**config.mk**
```make
export PLATFORM = sky130hd
export DESIGN_NAME = tmp_adc_ctrl
export DESIGN_NICKNAME = d
export VERILOG_FILES = /design/src/rtl/tmp_adc_ctrl_pkg.sv /design/src/rtl/tmp_avg_acc.sv /design/src/rtl/tmp_adc_ctrl.sv
export SDC_FILE = /design/constraint.sdc
export NUM_CORES = 1
export LEC_CHECK = 0
export BUFFER_PORTS_ARGS = -buffer_cell sky130_fd_sc_hd__buf_2
export CORE_ASPECT_RATIO = 1.4
export CORE_MARGIN = 2
export CORE_UTILIZATION = 60
export CTS_BUF_LIST = sky130_fd_sc_hd__clkbuf_8
export CTS_CLUSTER_DIAMETER = 40
export DETAILED_ROUTE_END_ITERATION = 8
export PLACE_DENSITY = 0.82
export SLEW_MARGIN = 20
export SYNTH_ARGS = -nofsm -noshare
export SYNTH_HDL_FRONTEND = slang
export SYNTH_SLANG_ARGS = --single-unit
```
**constraint.sdc**
```tcl
create_clock -name clk -period 5.38 [get_ports clk]
set_input_delay 0 -clock clk [delete_from_list [all_inputs] [get_ports clk]]
set_output_delay 0 -clock clk [all_outputs]
set_load 0.1 [all_outputs]
```
**src/rtl/tmp_adc_ctrl_pkg.sv**
```systemverilog
// Shared definitions for the temperature-sensor ADC conversion controller:
// FSM state encoding and default build parameters.
package tmp_adc_ctrl_pkg;

   localparam int DEF_ADC_RES  = 10;
   localparam int DEF_PERIOD_W = 16;
   localparam int DEF_AVG_LOG2 = 2;
   localparam int DEF_TIMEOUT  = 255;

   typedef enum logic [2:0] {
      ST_IDLE  = 3'd0,
      ST_WAIT  = 3'd1,
      ST_START = 3'd2,
      ST_CONV  = 3'd3,
      ST_DONE  = 3'd4
   } state_t;

endpackage

```
**src/rtl/tmp_avg_acc.sv**
```systemverilog
// Sample accumulator and sample counter for the ADC averaging path.
// sum is the running total including the sample currently presented.
module tmp_avg_acc
   import tmp_adc_ctrl_pkg::*;
#(
   parameter int ADC_RES  = DEF_ADC_RES,
   parameter int AVG_LOG2 = DEF_AVG_LOG2
) (
   input  logic                        clk,
   input  logic                        rst,
   input  logic                        clr,
   input  logic                        add,
   input  logic [ADC_RES-1:0]          sample,
   output logic [ADC_RES+AVG_LOG2-1:0] sum,
   output logic                        done
);

   localparam int ACC_W = ADC_RES + AVG_LOG2;
   localparam int CNT_W = (AVG_LOG2 > 0) ? AVG_LOG2 : 1;
   localparam logic [CNT_W-1:0] LAST_CNT = CNT_W'((1 << AVG_LOG2) - 1);

   logic [ACC_W-1:0] acc;
   logic [CNT_W-1:0] count;

   // done flags that an add in this cycle completes the set
   assign sum  = acc + ACC_W'(sample);
   assign done = (count == LAST_CNT);

   always_ff @(posedge clk or posedge rst) begin
      if (rst) begin
         acc   <= '0;
         count <= '0;
      end else if (clr) begin
         acc   <= '0;
         count <= '0;
      end else if (add) begin
         acc   <= sum;
         count <= count + 1'b1;
      end
   end

endmodule

```
**src/rtl/tmp_adc_ctrl.sv**
```systemverilog
// Periodic ADC trigger with end-of-conversion handshake, 2^AVG_LOG2 sample
// averaging, conversion timeout supervision and a sticky timeout flag.
module tmp_adc_ctrl
   import tmp_adc_ctrl_pkg::*;
#(
   parameter int ADC_RES  = DEF_ADC_RES,
   parameter int PERIOD_W = DEF_PERIOD_W,
   parameter int AVG_LOG2 = DEF_AVG_LOG2,
   parameter int TIMEOUT  = DEF_TIMEOUT
) (
   input  logic                clk,
   input  logic                rst,
   input  logic                en,
   input  logic [PERIOD_W-1:0] period,
   output logic                adc_start,
   input  logic                adc_eoc,
   input  logic [ADC_RES-1:0]  adc_dout,
   output logic [ADC_RES-1:0]  data_out,
   output logic                data_valid,
   output logic                timeout_err,
   input  logic                err_clr
);

   localparam int ACC_W = ADC_RES + AVG_LOG2;
   localparam int TMO_W = $clog2(TIMEOUT + 1);

   state_t              state;
   logic [PERIOD_W-1:0] per_cnt;
   logic [TMO_W-1:0]    tmo_cnt;
   logic [ACC_W-1:0]    sum;
   logic                last;
   logic                tmo_hit;
   logic                acc_add;
   logic                acc_clr;

   function automatic logic [ADC_RES-1:0] trunc_avg(input logic [ACC_W-1:0] s);
      logic [ACC_W-1:0] sh;
      sh = s >> AVG_LOG2;
      return sh[ADC_RES-1:0];
   endfunction

   // eoc on the expiry cycle wins, so a hit requires eoc low
   assign tmo_hit = (state == ST_CONV) && !adc_eoc && (tmo_cnt == TMO_W'(1));
   assign acc_add = en && (state == ST_CONV) && adc_eoc;
   assign acc_clr = !en || (state == ST_DONE) || tmo_hit;

   tmp_avg_acc #(
      .ADC_RES  (ADC_RES),
      .AVG_LOG2 (AVG_LOG2)
   ) u_acc (
      .clk    (clk),
      .rst    (rst),
      .clr    (acc_clr),
      .add    (acc_add),
      .sample (adc_dout),
      .sum    (sum),
      .done   (last)
   );

   always_ff @(posedge clk or posedge rst) begin
      if (rst) begin
         state       <= ST_IDLE;
         per_cnt     <= '0;
         tmo_cnt     <= '0;
         adc_start   <= 1'b0;
         data_out    <= '0;
         data_valid  <= 1'b0;
         timeout_err <= 1'b0;
      end else begin
         adc_start  <= 1'b0;
         data_valid <= 1'b0;
         // a timeout set later in this block overrides the clear
         if (err_clr)
            timeout_err <= 1'b0;
         if (!en) begin
            state   <= ST_IDLE;
            per_cnt <= '0;
            tmo_cnt <= '0;
         end else begin
            case (state)
               ST_IDLE: begin
                  state     <= ST_START;
                  adc_start <= 1'b1;
               end
               ST_WAIT: begin
                  if (per_cnt == '0) begin
                     state     <= ST_START;
                     adc_start <= 1'b1;
                  end else begin
                     per_cnt <= per_cnt - 1'b1;
                  end
               end
               ST_START: begin
                  tmo_cnt <= TMO_W'(TIMEOUT);
                  state   <= ST_CONV;
               end
               ST_CONV: begin
                  if (adc_eoc) begin
                     tmo_cnt <= '0;
                     if (last) begin
                        data_out   <= trunc_avg(sum);
                        data_valid <= 1'b1;
                        state      <= ST_DONE;
                     end else begin
                        per_cnt <= period;
                        state   <= ST_WAIT;
                     end
                  end else if (tmo_hit) begin
                     timeout_err <= 1'b1;
                     tmo_cnt     <= '0;
                     per_cnt     <= period;
                     state       <= ST_WAIT;
                  end else begin
                     tmo_cnt <= tmo_cnt - 1'b1;
                  end
               end
               ST_DONE: begin
                  per_cnt <= period;
                  state   <= ST_WAIT;
               end
               default: state <= ST_IDLE;
            endcase
         end
      end
   end

endmodule

```
==> results.sh <==
export IMPL_status="complete, but fails checks"
export IMPL_failed_checks="hold timing"
export IMPL_h_tree_depth=2
export IMPL_regArea_um2=1350
export IMPL_ant_nets=0
export IMPL_crit_type="reg -> reg"
export IMPL_die_x_um=67.9
export IMPL_peakVddDrop_uv=223
export IMPL_synth_area_per_cell_um2=8.94
export IMPL_required_ns=5.57
export IMPL_hold_buffers=13
export IMPL_netlist_area_um2=3420
export IMPL_num_vias=3122
export IMPL_post_route_drc_count=0
export IMPL_start_util=0.620
export IMPL_tightest_slew_ns=1.09
export IMPL_switching_share=0.406
export IMPL_pre_cts_slack_ns=2.85
export IMPL_drv_cap=0
export IMPL_portBuffers=43
export IMPL_maxSlewHeadroom=0.276
export IMPL_hold_violations=1
export IMPL_grt_use_total=0.269
export IMPL_syn_num_nets=429
export IMPL_synth_area_leaders="dfrtp_1 (39%), ha_1 (5.1%), o31ai_1 (4.2%)"
export IMPL_fin_setup_tns_ns=0
export IMPL_fmaxAchievable_ghz=0.386
export IMPL_diodes=0
export IMPL_vias_per_cell=6.29
export IMPL_worstSetupStartpointType="register"
export IMPL_drt_iter0_markers=203
export IMPL_hold_path_class="in -> reg"
export IMPL_clkPwrFrac=0.192
export IMPL_seqPwrFrac=0.398
export IMPL_root_buffer="clkbuf_8"
export IMPL_yosysUniqueCellTypes=59
export IMPL_multi_input_area_um2=1920
export IMPL_insertion_delay_ns=0.31
export IMPL_worstPathMaxFanout=16
export IMPL_grt_pass1_wl_um=13200
export IMPL_gr_total_overflow=0
export IMPL_fillers=407
export IMPL_syn_inst=383
export IMPL_rsz0062_at_grt="false"
export IMPL_cts_tree="yes"
export IMPL_power_frac_comb=0.410
export IMPL_clock_path_buffers=2
export IMPL_hpwl_um=5500
export IMPL_synthFlopType="dfrtp_1"
export IMPL_firstDrtPassIters=5
export IMPL_ys_seq_area_frac=0.395
export IMPL_cts_buffers=5
export IMPL_fin_crit_sh=0.481
export IMPL_p_int_mw=0.843
export IMPL_final_setup_worst_slack_ns=2.79
export IMPL_synth_top_cell_area_share=0.395
export IMPL_gp_congestion=0.933
export IMPL_period_minus_slack_ns=2.59
export IMPL_wl_um=7860
export IMPL_coreArea_um2=5530
export IMPL_clk_pin_slew_ns=0.10
export IMPL_netlist_top_cells_count="dfrtp_1 (54), nor2_1 (37), nand2_1 (29), a21oi_1 (28), o21ai_0 (26)"
export IMPL_cts_sinks=54
export IMPL_layout_drive_gt1_share=0.159
export IMPL_ios=44
export IMPL_synth_enable_flop_cells=0
export IMPL_setup_viol=0
export IMPL_cp_arrival_ns=2.78
export IMPL_cp_end_kind="register"
export IMPL_syn_to_final_growth_pct=13.3
export IMPL_nets=473
export IMPL_skew_ns=0.00424
export IMPL_power_leakage_nw=1.83
export IMPL_placed_cell_area_um2=3640
export IMPL_dieHeight_um=93.4
export IMPL_wire_per_inst_um=15.8
export IMPL_power_density_nw_per_um2=366
export IMPL_ys_ff_latch=54
export IMPL_ctsResizeCount=0
export IMPL_timing_hold_ws_ns=-0.00113
export IMPL_grt_start_max_net_pins=55
export IMPL_postCtsSetupBuffers=0
export IMPL_yosys_warnings=0
export IMPL_slew_viol_final=0
export IMPL_synth_async_reset_ratio=1.00
export IMPL_grt_pass1_vias=3032
export IMPL_rows=32
export IMPL_stdcell_area_um2=3880
export IMPL_antenna_found_initial=0
export IMPL_switchingPower_mw=0.576
export IMPL_die_area_um2=6340
export IMPL_yosysTopAreaCell="dfrtp_1"
export IMPL_yosysMostFrequentCell="dfrtp_1"
critical path, cell delays in order (launching register included):
cell and delay [ns]:
dfrtp_1 0.44, inv_1 0.07, ha_1 0.17, nor3b_2 0.37, and4_1 0.37, and4_1 0.59, or3_4 0.34, o21ai_0 0.11
sequential cells by signal, indices dropped and copies added, names as in the netlist:
signal       count
u_acc.acc       12
timeout_err      1
state            3
u_acc.count      2
data_valid       1
adc_start        1
tmo_cnt          8
per_cnt         16
data_out        10
final cells by class:
| class | count | share of cell area |
|---|---|---|
| Sequential cell | 54 | 0.348 |
| Tap cell | 68 | 0.0219 |
| Clock buffer | 5 | 0.0177 |
| Timing Repair Buffer | 57 | 0.0909 |
| Multi-Input combinational cell | 293 | 0.495 |
| Inverter | 16 | 0.0155 |
| Clock inverter | 3 | 0.0106 |
metrics by stage:
step                power [mW]  hold WS (ns)  instances   util
floorplan                 1.01        0.0964        383      -
CTS                       1.42       0.00176        496  0.702
detailed placement        1.13         0.197        475  0.659
finish                    1.42      -0.00113        496  0.702
global placement          1.12         0.181        475  0.659
global route              1.53       0.00830        496  0.702
final timing paths:
kind                                   from     endpoint  cells after the start  slack (ns)
worst max register to register   per_cnt[0]   per_cnt[8]                      7        2.79
worst min-delay path              period[9]   per_cnt[9]                      3      -0.001
worst min register to register  data_out[0]  data_out[0]                      2        0.49
min in group asynchronous               rst  data_out[9]                      4        0.42
worst max-delay path             per_cnt[0]   per_cnt[8]                      7        2.79
max in group asynchronous               rst   tmo_cnt[0]                      4        4.51
logic make-up (layout without fill, tap and decap cells):
logic type | count (synthesis) | after routing | synth area share
muxes | 9 | 9 | 0.0285
DFF | 54 | 54 | 0.395
xor gates and xnor gates | 8 | 8 | 0.0205
AOI/OAI and AO/OA | 135 | 135 | 0.260
adders and majority gates | 15 | 15 | 0.0570
and+or+nand+nor | 126 | 126 | 0.195
buffers and inverters | 36 | 81 | 0.0442
routing by layer:
metal,part of all wire,GRT usage,routed length [um]
met5,0,0,0
met4,0.021,0.108,163
met1,0.42,0.321,3280
met2,0.51,0.478,3990
met3,0.053,0.0337,419
cells in the final DEF, fill, tap and decap left out, types with 3 or more instances in the layout:
cell type / n
dfrtp_1: 54
buf_2: 43
nor2_1: 37
nand2_1: 29
a21oi_1: 28
o21ai_0: 26
o31ai_1: 19
inv_1: 15
ha_1: 14
dlygate4sd3_1: 13
nor3_1: 10
o21ai_1: 8
a22oi_1: 8
a22o_1: 8
a31oi_1: 7
and4_1: 6
mux2_2: 6
and3_1: 5
nand2b_1: 5
nor4_1: 5
nand3_1: 5
xor2_1: 5
clkbuf_8: 5
o21a_1: 4
and2_1: 4
nor2b_1: 3
a21o_1: 3
a21boi_0: 3
xnor2_1: 3
o211ai_1: 3
nor3b_1: 3
a211oi_1: 3
mux2i_1: 3
power groups by stage:
stage / registers, mW / logic [mW] / clock network, mW
floorplan: 0.558 / 0.456 / 0
detailed placement: 0.568 / 0.565 / 0
global placement: 0.565 / 0.557 / 0
global route: 0.575 / 0.658 / 0.293
finish: 0.565 / 0.583 / 0.273
CTS: 0.561 / 0.579 / 0.276
Power figures use the tool's default switching activity.
